==> src/rtl/ps2_rx_if.sv <==
// PS/2 receiver bundle: raw keyboard lines in, decoded scan-code events out.
// master = the receiver, slave = the line driver / event consumer.
interface ps2_rx_if;
    logic       clkps2;
    logic       dataps2;
    logic [7:0] scancode;
    logic       extended;
    logic       released;
    logic       scancode_valid;
    logic       frame_err;

    modport master (
        input  clkps2,
        input  dataps2,
        output scancode,
        output extended,
        output released,
        output scancode_valid,
        output frame_err
    );

    modport slave (
        output clkps2,
        output dataps2,
        input  scancode,
        input  extended,
        input  released,
        input  scancode_valid,
        input  frame_err
    );
endinterface

==> src/rtl/ps2_rx.sv <==
// PS/2 keyboard receiver: synchronise and deglitch the lines, deserialise
// 11-bit frames and fold E0/F0 prefixes into flags on the following code byte.
module ps2_rx #(
    parameter int FILTER_LEN = 8,
    parameter int TIMEOUT    = 28000
) (
    input  logic      clk,
    input  logic      rst_n,
    ps2_rx_if.master  bus
);

    localparam int FL_W = (FILTER_LEN > 2) ? $clog2(FILTER_LEN) : 1;
    localparam int TO_W = (TIMEOUT > 2) ? $clog2(TIMEOUT) : 1;
    localparam logic [FL_W-1:0] FL_LIMIT = FL_W'(FILTER_LEN - 1);
    localparam logic [TO_W-1:0] TO_LIMIT = TO_W'(TIMEOUT - 1);

    localparam logic [1:0] ST_IDLE   = 2'd0;
    localparam logic [1:0] ST_DATA   = 2'd1;
    localparam logic [1:0] ST_PARITY = 2'd2;
    localparam logic [1:0] ST_STOP   = 2'd3;

    logic [1:0]            r_c_sync;
    logic [1:0]            r_d_sync;
    logic [FILTER_LEN-1:0] r_d_dly;
    logic [FL_W-1:0]       r_flt_cnt;
    logic                  r_ps2c_f;
    logic                  r_fall;
    logic [TO_W-1:0]       r_to_cnt;
    logic [1:0]            r_state;
    logic [7:0]            r_shift;
    logic [2:0]            r_bitcnt;
    logic                  r_parity;
    logic                  r_ext_pend;
    logic                  r_rel_pend;
    logic [7:0]            r_scancode;
    logic                  r_extended;
    logic                  r_released;
    logic                  r_valid;
    logic                  r_valid_d;
    logic                  r_err;

    logic                  w_c_s;
    logic                  w_data;
    logic [1:0]            w_next_state;
    logic                  w_frame_done;
    logic                  w_good;
    logic                  w_timeout;

    assign w_c_s  = r_c_sync[1];
    assign w_data = r_d_dly[FILTER_LEN-1];

    // Two-flop synchronisers, plus a data delay matching the clock filter depth
    always_ff @(posedge clk or negedge rst_n) begin
        if (!rst_n) begin
            r_c_sync <= 2'b11;
            r_d_sync <= 2'b11;
            r_d_dly  <= {FILTER_LEN{1'b1}};
        end else begin
            r_c_sync <= {r_c_sync[0], bus.clkps2};
            r_d_sync <= {r_d_sync[0], bus.dataps2};
            r_d_dly  <= {r_d_dly[FILTER_LEN-2:0], r_d_sync[1]};
        end
    end

    // Clock deglitch: level flips only after FILTER_LEN differing samples in a row
    always_ff @(posedge clk or negedge rst_n) begin
        if (!rst_n) begin
            r_flt_cnt <= {FL_W{1'b0}};
            r_ps2c_f  <= 1'b1;
            r_fall    <= 1'b0;
        end else if (w_c_s == r_ps2c_f) begin
            r_flt_cnt <= {FL_W{1'b0}};
            r_fall    <= 1'b0;
        end else if (r_flt_cnt == FL_LIMIT) begin
            r_flt_cnt <= {FL_W{1'b0}};
            r_ps2c_f  <= w_c_s;
            r_fall    <= r_ps2c_f;
        end else begin
            r_flt_cnt <= r_flt_cnt + 1'b1;
            r_fall    <= 1'b0;
        end
    end

    // Next-state decode; a fall always wins over a coincident timeout
    always_comb begin
        w_next_state = r_state;
        w_frame_done = 1'b0;
        w_timeout    = 1'b0;
        w_good       = w_data && (^{r_shift, r_parity});
        if (r_fall) begin
            case (r_state)
                ST_IDLE: begin
                    if (!w_data) begin
                        w_next_state = ST_DATA;
                    end else begin
                        w_next_state = ST_IDLE;
                    end
                end
                ST_DATA: begin
                    if (r_bitcnt == 3'd7) begin
                        w_next_state = ST_PARITY;
                    end else begin
                        w_next_state = ST_DATA;
                    end
                end
                ST_PARITY: w_next_state = ST_STOP;
                ST_STOP: begin
                    w_next_state = ST_IDLE;
                    w_frame_done = 1'b1;
                end
                default: w_next_state = ST_IDLE;
            endcase
        end else if ((r_state != ST_IDLE) && (r_to_cnt == TO_LIMIT)) begin
            w_next_state = ST_IDLE;
            w_timeout    = 1'b1;
        end else begin
            w_next_state = r_state;
        end
    end

    // State register and saturating inactivity counter
    always_ff @(posedge clk or negedge rst_n) begin
        if (!rst_n) begin
            r_state  <= ST_IDLE;
            r_to_cnt <= {TO_W{1'b0}};
        end else begin
            r_state <= w_next_state;
            if (r_fall || (r_state == ST_IDLE)) begin
                r_to_cnt <= {TO_W{1'b0}};
            end else if (r_to_cnt != TO_LIMIT) begin
                r_to_cnt <= r_to_cnt + 1'b1;
            end else begin
                r_to_cnt <= r_to_cnt;
            end
        end
    end

    // Frame deserialiser: data bits enter at bit 7, LSB arrives first
    always_ff @(posedge clk or negedge rst_n) begin
        if (!rst_n) begin
            r_shift  <= 8'h00;
            r_bitcnt <= 3'd0;
            r_parity <= 1'b0;
        end else if (r_fall) begin
            case (r_state)
                ST_IDLE: begin
                    if (!w_data) begin
                        r_shift  <= 8'h00;
                        r_bitcnt <= 3'd0;
                    end else begin
                        r_shift  <= r_shift;
                        r_bitcnt <= r_bitcnt;
                    end
                end
                ST_DATA: begin
                    r_shift  <= {w_data, r_shift[7:1]};
                    r_bitcnt <= r_bitcnt + 3'd1;
                end
                ST_PARITY: r_parity <= w_data;
                default: begin
                    r_shift  <= r_shift;
                    r_bitcnt <= r_bitcnt;
                end
            endcase
        end else begin
            r_shift  <= r_shift;
            r_bitcnt <= r_bitcnt;
        end
    end

    // Event outputs, prefix bookkeeping and error strobe
    always_ff @(posedge clk or negedge rst_n) begin
        if (!rst_n) begin
            r_scancode <= 8'h00;
            r_extended <= 1'b0;
            r_released <= 1'b0;
            r_valid    <= 1'b0;
            r_valid_d  <= 1'b0;
            r_err      <= 1'b0;
            r_ext_pend <= 1'b0;
            r_rel_pend <= 1'b0;
        end else begin
            r_valid   <= 1'b0;
            r_err     <= 1'b0;
            r_valid_d <= r_valid;
            if (r_valid_d && !r_valid) begin
                r_extended <= 1'b0;
                r_released <= 1'b0;
            end else begin
                r_extended <= r_extended;
                r_released <= r_released;
            end
            if (w_frame_done) begin
                if (!w_good) begin
                    r_err      <= 1'b1;
                    r_ext_pend <= 1'b0;
                    r_rel_pend <= 1'b0;
                end else if (r_shift == 8'hE0) begin
                    r_ext_pend <= 1'b1;
                end else if (r_shift == 8'hF0) begin
                    r_rel_pend <= 1'b1;
                end else begin
                    r_scancode <= r_shift;
                    r_extended <= r_ext_pend;
                    r_released <= r_rel_pend;
                    r_valid    <= 1'b1;
                    r_ext_pend <= 1'b0;
                    r_rel_pend <= 1'b0;
                end
            end else if (w_timeout) begin
                r_err      <= 1'b1;
                r_ext_pend <= 1'b0;
                r_rel_pend <= 1'b0;
            end else begin
                r_ext_pend <= r_ext_pend;
                r_rel_pend <= r_rel_pend;
            end
        end
    end

    assign bus.scancode       = r_scancode;
    assign bus.extended       = r_extended;
    assign bus.released       = r_released;
    assign bus.scancode_valid = r_valid;
    assign bus.frame_err      = r_err;

endmodule

==> src/flat_wrapper.sv <==
// flat-port wrapper written by rule: the top's interface ports become plain ports
module ps2_rx_flat 
#(
    parameter int FILTER_LEN = 8,
    parameter int TIMEOUT    = 28000
)
  (clk, rst_n, bus_clkps2, bus_dataps2, bus_scancode, bus_extended, bus_released, bus_scancode_valid, bus_frame_err);
  ps2_rx_if bus_i ();
  input  logic clk;
  input  logic rst_n;
  input wire logic [$bits(bus_i.clkps2)-1:0] bus_clkps2;
  input wire logic [$bits(bus_i.dataps2)-1:0] bus_dataps2;
  output wire logic [$bits(bus_i.scancode)-1:0] bus_scancode;
  output wire logic [$bits(bus_i.extended)-1:0] bus_extended;
  output wire logic [$bits(bus_i.released)-1:0] bus_released;
  output wire logic [$bits(bus_i.scancode_valid)-1:0] bus_scancode_valid;
  output wire logic [$bits(bus_i.frame_err)-1:0] bus_frame_err;
  assign bus_i.clkps2 = bus_clkps2;
  assign bus_i.dataps2 = bus_dataps2;
  assign bus_scancode = bus_i.scancode;
  assign bus_extended = bus_i.extended;
  assign bus_released = bus_i.released;
  assign bus_scancode_valid = bus_i.scancode_valid;
  assign bus_frame_err = bus_i.frame_err;
  ps2_rx #(.FILTER_LEN(FILTER_LEN), .TIMEOUT(TIMEOUT)) u_core (.clk(clk), .rst_n(rst_n), .bus(bus_i));
endmodule
==> config.mk <==
export PLATFORM = sky130hd
export DESIGN_NAME = ps2_rx_flat
export DESIGN_NICKNAME = d
export VERILOG_FILES = /design/src/rtl/ps2_rx_if.sv /design/src/rtl/ps2_rx.sv /design/src/flat_wrapper.sv
export SDC_FILE = /design/constraint.sdc
export NUM_CORES = 1
export LEC_CHECK = 0
export ABC_AREA = 1
export CAP_MARGIN = 20
export CELL_PAD_IN_SITES_DETAIL_PLACEMENT = 0
export CELL_PAD_IN_SITES_GLOBAL_PLACEMENT = 1
export CORE_MARGIN = 8
export CORE_UTILIZATION = 45
export CTS_BUF_LIST = sky130_fd_sc_hd__clkbuf_8
export DETAILED_ROUTE_END_ITERATION = 16
export HOLD_SLACK_MARGIN = 0.02
export PLACE_DENSITY = 0.74
export SYNTH_ARGS = -nofsm -noshare
export SYNTH_HDL_FRONTEND = slang
export SYNTH_SLANG_ARGS = --single-unit
==> constraint.sdc <==
create_clock -name clk -period 4.5 [get_ports clk]
set_input_delay 0.675 -clock clk [delete_from_list [all_inputs] [get_ports clk]]
set_output_delay 0.675 -clock clk [all_outputs]
set_load 0.005 [all_outputs]
### Word-level counts from Yosys, hierarchy flattened

Cells that the tools add are included.

| cells by class | value |
|---|---|
| add/sub/neg operators | 3 |
| eq/ne operators | 13 |
| muxes and demuxes | 45 |
| bitwise operators | 3 |
| reductions and logical operators | 18 |

Operators by type and width:

| cell | count |
|---|---|
| 1-bit two-way mux | 33 |
| 15-bit two-way mux | 2 |
| 8-bit equality test (second input constant) | 2 |
| 8-bit case mux with 2 select lines | 1 |
| 15-bit by 1-bit adder with 15-bit output (second input constant) | 1 |
| 15-bit equality test (second input constant) | 1 |
| 15-bit inequality test (second input constant) | 1 |
| 2-bit nonzero test | 5 |
| 3-bit two-way mux | 3 |
| 9-bit XOR reduction | 1 |
| 8-bit two-way mux | 1 |
| 2-bit case mux with 4 select lines | 1 |
| 2-bit AND reduction | 4 |
| 3-bit by 1-bit adder with 3-bit output (second input constant) | 2 |
| 3-bit equality test (second input constant) | 2 |
| 2-bit two-way mux | 3 |
| 3-bit case mux with 2 select lines | 1 |
| 2-bit equality test (second input constant) | 2 |
| 4-bit inequality test (second input constant) | 1 |
| 4-bit AND reduction | 1 |
| 1-bit logical AND | 3 |
| 3-bit inequality test (second input constant) | 1 |
| 1-bit NOT | 3 |
| 3-bit AND reduction | 1 |
| 6 further kinds | 6 |

| word-level totals | value |
|---|---|
| register bits | 61 |
| output and inout port bits | 12 |

### Longest topological paths before layout

Gate-level depths: netlist of run 1.

| logic depth | value |
|---|---|
| depth in word-level cells | 7 |
| gate-level depth with buffers | 14 |
| depth with buffers taken out | 14 |

### Worst setup path before layout of run 1

OpenSTA, ideal clock, no wires.

| timing path | value |
|---|---|
| path kind | reg-to-reg |
| start point | reg u_core.r_to_cnt[0] |
| end point | reg u_core.r_to_cnt[12] |
| library setup time | 123 ps |
| data arrival time | 1369 ps |
| slack | 3008 ps |
| cell stages (with the launch flop) | 6 |
| cell sequence | dfrtp_1 ha_1 nand3_1 nor2_1 nand4_1 o221a_2 |

| between the ends | value |
|---|---|
| cells in the longest elaborated chain, start to end | 3 |
| elaborated cells on any way between the ends | 5 |
| classes of those cells | add/sub (1); eq/ne (1); mux (2); reduce/logical (1) |

RTL lines:

| what | line | text |
|---|---|---|
| from (decl) | ps2_rx.sv:28 | `logic [TO_W-1:0] r_to_cnt;` |
| from (signal assigned) | ps2_rx.sv:125 | `r_to_cnt <= {TO_W{1'b0}};` |
| from (signal assigned) | ps2_rx.sv:129 | `r_to_cnt <= {TO_W{1'b0}};` |
| from (signal assigned) | ps2_rx.sv:131 | `r_to_cnt <= r_to_cnt + 1'b1;` |
| 15-bit by 1-bit adder with 15-bit output | ps2_rx.sv:131 |  |
| 15-bit two-way mux | ps2_rx.sv:130 | `end else if (r_to_cnt != TO_LIMIT) begin` |
| 15-bit two-way mux | ps2_rx.sv:128 | `if (r_fall \|\| (r_state == ST_IDLE)) begin` |

Parallel ways exist; a longest one is shown, timed or not. The select of a mux whose other input is x is not followed.
A chain may end at the register's enable or synchronous reset.

### Worst setup path after layout of run 1

| timing path | value |
|---|---|
| start point | reg u_core.r_valid (netlist: u_core.bus.scancode_valid) |
| end point | out bus_scancode_valid |

RTL lines:

| what | line | text |
|---|---|---|
| from (decl) | ps2_rx.sv:38 | `logic r_valid;` |
| from (signal assigned) | ps2_rx.sv:177 | `r_valid <= 1'b0;` |
| from (signal assigned) | ps2_rx.sv:183 | `r_valid <= 1'b0;` |
| from (signal assigned) | ps2_rx.sv:206 | `r_valid <= 1'b1;` |
| to (decl) | flat_wrapper.sv:16 | `output wire logic [$bits(bus_i.scancode_valid)-1:0] bus_scancode_valid;` |

No word-level cell between the ends.

==> summary.txt, run 1 <==
Global routing
  • First-pass GRT wire length: 8410 um
  • Gr usage total: 0.122
  • Vias in the first global route: 1,883
  • Antenna violations before repair: 0
  • Grt total ovfl: 0
  • Pin count of the biggest net entering global routing: 41

Clock tree
  • Root Driver: clkbuf_8
  • Clock Latency Late Sink: 330 ps
  • Post-CTS Resized: 0
  • CTS buffer count: 9
  • Clock transition at path regs: 70 ps
  • H-tree depth: 3
  • # Post-CTS Setup Buffers: 0
  • CTS tree: yes
  • CTS Sinks: 61
  • Hold Buf Count CTS: 0
  • Longest Clk Path Bufs: 2

Die
  • Die H: 93.3 um
  • # IOs: 16
  • Initial Util: 0.460
  • Core footprint: 5850 um^2
  • Die Wd: 93.3 um
  • # rows: 28
  • Die footprint: 8700 um^2

Worst setup path
  • Worst Path Max Fanout: 3
  • Stages on worst setup path: 1
  • Worst path max stage delay: 500 ps
  • Critical path launch point: u_core.bus.scancode_valid
  • CP Capture Type: output pin
  • Crit path buffers/inverters: 1
  • Slowest CP cell: clkdlybuf4s50_1
  • Critical-path cell list: clkdlybuf4s50_1
  • R2R depth: 8
  • Top Family by Delay on Critical Path: buffers and inverters
  • Critical path class: reg2out
  • WP data arrival: 1190 ps
  • Reg-to-Reg Start: u_core.r_shift[0]
  • Critical Path RT: 3830 ps
  • Startpoint types: flop

Detailed routing
  • Vias per cell: 4.98
  • Final ANT Viol Nets: 0
  • DR WL/cell: 12.6 um
  • Drt total wl: 4900 um
  • Drt drc: 0
  • Pre-antenna DRT Iters: 4
  • Iter 0 DRT Violations: 109
  • Met3 routed WL: 170 um
  • Met2 WL post-DR: 2330 um
  • Detailed-route via count: 1,933
  • M1 WL: 2370 um
  • Top sig layer: met4

Min path
  • Hold WC Path Type: in2async

Timing
  • Unrepaired setup endpoints after global routing: false
  • Worst Clk Skew: 6.46 ps
  • Final min period: 1870 ps
  • Final slew viol count: 0
  • F_max: 536 MHz
  • Fin Setup TNS: 0 ps
  • Final Setup Violations: 0
  • Rel. slew slack: 0.609
  • Crit share post-route: 0.415
  • Worst-margin pin slew: 581 ps
  • Hold violation count in the final report: 0

Run status
  • Outcome: finished clean

Place
  • HPWL after DPL: 3450 um
  • Inst Count DP: 372
  • Final estimated routing congestion in global placement: 0.779
  • Port Buffers: 15
  • Placed Area: 2910 um^2

Final layout
  • P&R area growth vs syn: 17.0%
  • Fill cells: 542
  • Non-Filler Instances: 388
  • Final nets: 317
  • Multi-input logic area: 967 um^2
  • N_diodes: 0
  • Layout cells sized above 1: 0.166
  • Final instance area: 3150 um^2
  • Layout Utilization: 0.538
  • Register Area: 1540 um^2

Logic synthesis
  • Yosys top cell by area: dfrtp_1
  • Distinct cells, synth: 34
  • Ys Warns: 0
  • Register area share after synthesis: 0.574
  • Synthesized area: 2690 um^2
  • Top cells by area, synth: dfrtp_1, dfstp_2, nand2_1
  • Synth Instances: 284
  • Syn nets: 293
  • Avg Cell Area, Syn: 9.47 um^2
  • Yosys reg bits: 61
  • Synth top area share: 0.447

Job
  • Max-Cap Viols: 0

Pwr
  • Register share of total power: 0.485
  • Switching part of the total power: 0.210
  • Worst VDD drop: 0.228 mV
  • Pwr dens: 388 nW/um^2
  • Combinational share of power: 0.043
  • Sw power: 256 uW
  • Clock Power Share: 0.472
  • Leak Pwr: 0.00143 uW
  • Internal: 963 uW
  • Total power: 1220 uW
[state kept, by name, summed over array words and instances (netlist names)]
register and cells:
u_core.r_fall 1, u_core.r_ps2c_f 1, u_core.r_valid_d 1, u_core.r_to_cnt 15, u_core.r_parity 1, u_core.r_c_sync 2
u_core.r_rel_pend 1, u_core.r_flt_cnt 3, u_core.r_ext_pend 1, u_core.r_d_dly 8, u_core.r_state 2, u_core.bus.released 1
u_core.bus.frame_err 1, u_core.bus.extended 1, u_core.r_d_sync 2, u_core.r_bitcnt 3, u_core.bus.scancode_valid 1, u_core.bus.scancode 8
u_core.r_shift 8
[final timing paths]
kind	slack (ps)	endpoint
setup / recovery	2630	bus_scancode_valid
hold / removal	310	u_core.r_to_cnt[9]
setup reg to reg	2670	u_core.bus.extended
hold reg to reg	360	u_core.r_d_dly[4]
max in group asynchronous	3270	u_core.r_d_dly[7]
min in group clk	360	u_core.r_d_dly[4]
[Yosys cell counts (all sizes together)]
cell / n
o21ai: 17
a21boi: 2
a21oi: 9
o221a: 1
nor4: 2
xor2: 2
nor3: 13
clkbuf: 1
nand3: 17
nor2: 26
o221ai: 1
o211ai: 1
dfstp: 13
buf: 2
xnor2: 2
o21bai: 1
inv: 40
nand4: 8
ha: 5
nand2: 60
or2: 1
dfrtp: 48
o22ai: 8
a31oi: 3
nor3b: 1
[power by group through the flow]
stage          clock [uW]  combinational (uW)  sequential, uW
2_1_floorplan           0                32.8             598
3_3_place_gp            0                53.1             600
3_5_place_dp            0                54.5             601
4_1_cts               593                54.2             591
5_1_grt               617                62.9             593
6_report              575                52.4             591
[final cells by class]
class,instances,share of cell area
Sequential cell,61,0.490
Multi-Input combinational cell,180,0.307
Clock buffer,9,0.0394
Inverter,40,0.0477
Timing Repair Buffer,16,0.0485
Tap cell,75,0.0298
Clock inverter,7,0.0366
[cell usage in the layout, fill, tap and decap left out, types with 5 or more instances in the layout]
cell type and instances:
nand4_1 8, a21oi_1 9, o22ai_1 8, dfrtp_1 48, o21ai_0 9, nand3_1 16, dfstp_2 13, inv_1 35
clkbuf_8 9, ha_1 5, nor3_1 11, o21ai_2 8, nand2_1 59, nor2_1 23, inv_2 6, clkdlybuf4s50_1 14
[kinds of logic after synthesis]
logic type | count (synthesis) | synth area share
XOR/XNOR | 4 | 0.0130
buffers and inverters | 43 | 0.0665
adder cells (fa/ha/maj) | 5 | 0.0233
AO/OA/AOI/OAI | 43 | 0.104
AND/OR/NAND/NOR | 128 | 0.220
flip-flops | 61 | 0.574
[routing by layer]
layer | up-vias | GRT usage
li1 | 992 | -
met1 | 915 | 0.149
met2 | 21 | 0.196
met3 | 5 | 0.0409
met4 | 0 | 0.0443
met5 | - | 0
[stage by stage]
stage                     setup WS [ps]  hold slack (ps)
after floorplan                    3010              345
after global placement             2670              346
after detailed placement           2680              347
after CTS                          2600              323
after global routing               2490              330
final                              2630              311
No activity file was read; power rests on OpenSTA's default activity.
==> run 2, diff against run 1 <==
==> constraint.sdc (replaced) <==
create_clock -name clk -period 1.75 [get_ports clk]
set_input_delay 0.2625 -clock clk [delete_from_list [all_inputs] [get_ports clk]]
set_output_delay 0.2625 -clock clk [all_outputs]
set_load 0.005 [all_outputs]
==> summary.txt, run 2 (same netlist as run 1, synthesis figures left out) <==
Place
  • HPWL after DPL: 3730 um (+8.4%)
  • Pre-CTS setup slack: 12.9 ps (-2670 ps)
  • Final estimated routing congestion in global placement: 0.798 (+2.5%)
  • Port Buffers: 15 (unchanged)

Final layout
  • Multi-input logic area: 1010 um^2 (+4.7%)
  • P&R area growth vs syn: 21.7%
  • Most frequent cells in the layout: nand2_1, dfrtp_1, inv_1
  • Max reg flops: 15 (unchanged)
  • Fill cells: 500 (-7.7%)
  • N_diodes: 0 (unchanged)
  • Layout cells sized above 1: 0.232 (+0.0656)
  • Most common cell after layout, fill and taps aside: nand2_1
  • Top reg by flops: u_core.r_to_cnt
  • Final nets: 332 (+4.7%)
  • Register Area: 1540 um^2 (about the same)

Clock tree
  • Clock Latency Late Sink: 340 ps (about the same)
  • CTS Sinks: 61 (unchanged)
  • Root Driver: clkbuf_8
  • Longest Clk Path Bufs: 2 (unchanged)
  • H-tree depth: 3 (unchanged)
  • CTS buffer count: 9 (unchanged)
  • Clock transition at path regs: 60 ps (about the same)
  • CTS tree: yes

Global routing
  • Grt total ovfl: 0 (unchanged)
  • Gr usage total: 0.130 (+0.00824)
  • Pin count of the biggest net entering global routing: 23 (-44%)
  • Antenna violations before repair: 0 (unchanged)
  • First-pass GRT wire length: 8870 um (+5.5%)
  • Vias in the first global route: 1,924 (+2.2%)

Worst setup path
  • Critical Path RT: 1970 ps (-1860 ps)
  • Slowest CP cell: dfrtp_1
  • Reg-to-Reg Start: u_core.r_to_cnt[0]
  • Startpoint types: flop
  • Critical path class: reg2reg
  • Critical path launch point: u_core.r_to_cnt[0]
  • R2R depth: 10 (+2)
  • WP data arrival: 1860 ps (+670 ps)
  • Worst Path Max Fanout: 5 (+2)
  • Crit-path most repeated cell: nand2_1
  • Reg2Reg Setup Slack: 110 ps (-2560 ps)
  • Worst setup path endpoint: u_core.r_ext_pend
  • Critical-path cell list: ha_4 -> nand3_2 -> inv_1 -> nand4_1 -> nor2_2 -> nand2_2 -> nand2_1 -> nand2_1 -> nand2_1 -> nand2_1
  • CP Capture Type: flop
  • Worst path max stage delay: 440 ps (-60 ps)
  • Worst r2r dst: u_core.r_ext_pend

Timing
  • Final min period: 1640 ps
  • Worst Clk Skew: 9.73 ps (+3.27 ps)
  • WHS: 327 ps (+15.6 ps)
  • Rel. slew slack: 0.699 (+0.0902)
  • Worst-margin pin slew: 451 ps (-130 ps)
  • Crit share post-route: 0.936
  • Hold violation count in the final report: 0 (unchanged)
  • Final slew viol count: 0 (unchanged)
  • Final Setup Violations: 0 (unchanged)
  • Fin Setup TNS: 0 ps (unchanged)
  • Worst setup margin: 113 ps (-2520 ps)
  • F_max: 611 MHz

Die
  • # IOs: 16 (unchanged)
  • # rows: 28 (unchanged)
  • Die Wd: 93.3 um (unchanged)
  • Initial Util: 0.460 (unchanged)
  • Die footprint: 8700 um^2 (unchanged)
  • Die H: 93.3 um (unchanged)
  • Core footprint: 5850 um^2 (unchanged)

Pwr
  • Pwr dens: 886 nW/um^2 (+130%)
  • Leak Pwr: 0.00150 uW (+4.5%)
  • Worst VDD drop: 0.630 mV (+180%)

Detailed routing
  • Iter 0 DRT Violations: 78 (-28%)
  • DR WL/cell: 12.9 um (+2.4%)
  • Pre-antenna DRT Iters: 4 (unchanged)
  • Final ANT Viol Nets: 0 (unchanged)
  • Drt drc: 0 (unchanged)
  • Drt total wl: 5210 um (+6.3%)
  • Detailed-route via count: 1,964 (+1.6%)
  • Vias per cell: 4.87 (-2.2%)

Job
  • Max-Cap Viols: 0 (unchanged)

Min path
  • Hold WC Path Type: in2reg

Run status
  • Outcome: finished clean
[run 2: cell count changes in the layout (fill, tap and decap cells not counted), moves of 3 or more]
cell	before	now
nand2_2	0	4
nand2_1	59	55
nor2_1	23	20
buf_4	1	14
[run 2: area by class of cell]
class	instances	share of cell area
Timing Repair Buffer	31	0.0856
Clock inverter	6	0.0168
Inverter	40	0.0459
Sequential cell	61	0.472
Multi-Input combinational cell	180	0.309
Tap cell	75	0.0287
Clock buffer	10	0.0420
[run 2: metrics by stage]
step                utilization  instances  cell area, um^2  power, uW
floorplan                     -        284             2690       1620
global route              0.559        403             3270       3030
detailed placement        0.514        384             3010       1690
global placement          0.514        384             3010       1680
CTS                       0.550        401             3220       2930
finish                    0.559        403             3270       2900
[run 2: repair_timing]
item,CTS,global route
resized for setup,1,13
pin swaps,0,1
buffers inserted,0,2
hold buffers,1,0
endpoints found under the setup margin,1,18
hold endpoints to repair,10,0
gates cloned,0,0
[run 2: critical path: cells and delay by family (launching register included)]
| kind | cells | cell delay [ps] |
|---|---|---|
| and+or+nand+nor | 8 | 810 |
| DFF | 1 | 440 |
| adders and majority gates | 1 | 180 |
| buffers and inverters | 1 | 100 |
[run 2: worst min path at each step]
stage                start                  end  cells after the start
2_1_floorplan        rst_n  u_core.bus.extended                      0
6_report        bus_clkps2   u_core.r_c_sync[0]                      1
4_1_cts         bus_clkps2   u_core.r_c_sync[0]                      1
3_3_place_gp         rst_n   u_core.r_to_cnt[9]                      1
5_1_grt        bus_dataps2   u_core.r_d_sync[0]                      1
3_5_place_dp         rst_n   u_core.r_to_cnt[7]                      1
[run 2: layer usage]
layer / global-route usage / wire length (um) / vias to the layer above
met5: 0 / 0 / -
met4: 0.0859 / 132 / 0
met3: 0.0313 / 169 / 11
met2: 0.188 / 2330 / 23
met1: 0.171 / 2590 / 912
li1: - / - / 1018
[run 2: where the power goes]
| part | total (uW) | switching [uW] | internal, uW |
|---|---|---|---|
| Clock | 1230 | 550 | 681 |
| Combinational | 144 | 86.5 | 57.9 |
| Sequential | 1530 | 39.1 | 1490 |
| Total | 2900 | 675 | 2230 |
==> run 3, diff against run 2 <==
--- a/config.mk
+++ b/config.mk
@@ -9,6 +9,7 @@
 export CAP_MARGIN = 20
 export CELL_PAD_IN_SITES_DETAIL_PLACEMENT = 0
 export CELL_PAD_IN_SITES_GLOBAL_PLACEMENT = 1
+export CORE_ASPECT_RATIO = 1.75
 export CORE_MARGIN = 8
 export CORE_UTILIZATION = 45
 export CTS_BUF_LIST = sky130_fd_sc_hd__clkbuf_8
==> summary.txt, run 3 (same netlist as run 1, synthesis figures left out) <==
Global routing
  • Antenna violations before repair: 0 (unchanged)
  • Grt total ovfl: 0 (unchanged)
  • First-pass GRT wire length: 9580 um (+7.9%)
  • Gr usage total: 0.144 (+0.0132)
  • Pin count of the biggest net entering global routing: 23 (unchanged)
  • Vias in the first global route: 2,107 (+9.5%)

Final layout
  • Most frequent cells in the layout: nand2_1, dfrtp_1, inv_1
  • N_diodes: 0 (unchanged)
  • Most common cell after layout, fill and taps aside: nand2_1
  • P&R area growth vs syn: 24.8%
  • Layout cells sized above 1: 0.260 (+0.0288)
  • Final instance area: 3360 um^2 (+2.6%)
  • Non-Filler Instances: 412 (+2.2%)
  • Top reg by flops: u_core.r_to_cnt
  • Final nets: 338 (+1.8%)
  • Max reg flops: 15 (unchanged)

Place
  • Port Buffers: 15 (unchanged)
  • Inst Count DP: 389 (+1.3%)
  • Pre-CTS setup slack: 47.5 ps (+34.6 ps)
  • Placed Area: 3040 um^2 (+1.0%)
  • HPWL after DPL: 4140 um (+11%)
  • Final estimated routing congestion in global placement: 0.861 (+7.9%)

Clock tree
  • Clock transition at path regs: 70 ps (about the same)
  • H-tree depth: 3 (unchanged)
  • CTS tree: yes
  • CTS buffer count: 9 (unchanged)
  • Root Driver: clkbuf_8
  • CTS Sinks: 61 (unchanged)
  • Longest Clk Path Bufs: 2 (unchanged)
  • Clock Latency Late Sink: 350 ps (about the same)

Detailed routing
  • Met2 WL post-DR: 3160 um (+36%)
  • Detailed-route via count: 2,053 (+4.5%)
  • Drt drc: 0 (unchanged)
  • Top sig layer: met4
  • Final ANT Viol Nets: 0 (unchanged)
  • Pre-antenna DRT Iters: 4 (unchanged)
  • Vias per cell: 4.98 (+2.2%)
  • M1 WL: 2060 um (-20%)
  • Met3 routed WL: 205 um (+21%)
  • DR WL/cell: 13.8 um (+6.3%)
  • Iter 0 DRT Violations: 115 (+47%)
  • Drt total wl: 5670 um (+8.7%)

Timing
  • Worst setup margin: 132 ps (+19.2 ps)
  • Worst-margin pin slew: 453 ps (+2.62 ps)
  • Unrepaired setup endpoints after global routing: true
  • Final slew viol count: 0 (unchanged)
  • Fin Setup TNS: 0 ps (unchanged)
  • Hold violation count in the final report: 0 (unchanged)
  • WHS: 314 ps (-13.1 ps)
  • Final Setup Violations: 0 (unchanged)
  • F_max: 618 MHz (+1.2%)
  • Worst Clk Skew: 9.66 ps (-0.0633 ps)
  • Crit share post-route: 0.925 (-0.0109)
  • Final min period: 1620 ps (-19.2 ps)
  • Rel. slew slack: 0.697 (-0.00259)

Die
  • Initial Util: 0.461 (+0.00138)
  • Die H: 118 um (+27%)
  • # IOs: 16 (unchanged)
  • Core footprint: 5830 um^2 (-0.30%)
  • Die Wd: 74.4 um (-20%)
  • # rows: 37 (+32%)
  • Die footprint: 8800 um^2 (+1.1%)

Pwr
  • Pwr dens: 869 nW/um^2 (-2.0%)
  • Worst VDD drop: 0.661 mV (+4.8%)
  • Leak Pwr: 0.00153 uW (+2.1%)

Worst setup path
  • CP Capture Type: flop
  • Critical path class: reg2reg
  • WP data arrival: 1860 ps (about the same)
  • Reg2Reg Setup Slack: 130 ps (+20 ps)
  • Critical Path RT: 1990 ps (+20 ps)
  • Startpoint types: flop
  • Worst Path Max Fanout: 5 (unchanged)

Min path
  • Hold WC Path Type: in2reg

Run status
  • Outcome: finished clean

Job
  • Max-Cap Viols: 0 (unchanged)
[run 3: critical path, stage by stage, from the launching register on]
cell and delay [ps]:
dfrtp_1 400, ha_2 240, nand3_4 110, inv_2 80, nand4_1 190, nor2_2 200, nand2_2 90, nand2_1 60
nand2_1 50, nand2_1 50, nand2_1 40
[run 3: metal layers]
layer | vias to the layer above | track usage
li1 | 1027 | -
met1 | 977 | 0.143
met2 | 32 | 0.245
met3 | 17 | 0.0423
met4 | 0 | 0.0951
met5 | - | 0
[run 3: worst paths after layout]
kind / from / to / cells after the start
hold / removal: bus_clkps2 / u_core.r_c_sync[0] / 1
min in group asynchronous: rst_n / u_core.bus.scancode[5] / 2
max in group asynchronous: rst_n / u_core.r_d_dly[1] / 3
setup reg to reg: u_core.r_to_cnt[1] / u_core.r_ext_pend / 10
setup / recovery: u_core.r_to_cnt[1] / u_core.r_ext_pend / 10
hold reg to reg: u_core.r_d_dly[4] / u_core.r_d_dly[5] / 0
[run 3: timing repair]
| action | in CTS | in global routing |
|---|---|---|
| hold buffers | 1 | 0 |
| endpoints found under the hold margin | 15 | 0 |
| setup endpoints to repair | 0 | 22 |
| buffers inserted | 0 | 5 |
| resized for setup | 0 | 16 |
[run 3: through the flow]
| step | util | total power (uW) |
|---|---|---|
| after floorplan | - | 1620 |
| after global placement | 0.521 | 1690 |
| after detailed placement | 0.521 | 1700 |
| after CTS | 0.557 | 2960 |
| after global routing | 0.576 | 3060 |
| final | 0.576 | 2920 |
[run 3: layout make-up]
| type | instances | area, um^2 |
|---|---|---|
| flip-flops and latches | 61 | 1540 |
| well taps | 78 | 97.6 |
| repair buffers | 37 | 355 |
| inverters | 40 | 150 |
| multi-input cells | 180 | 1010 |
| clock inverters | 7 | 73.8 |
| fillers | 554 | 2480 |
| clock buffers | 9 | 124 |
[run 3: where the power goes]
group | switching (uW) | internal, uW
combinational | 92.7 | 59.4
clock | 582 | 661
sequential | 33.6 | 1490
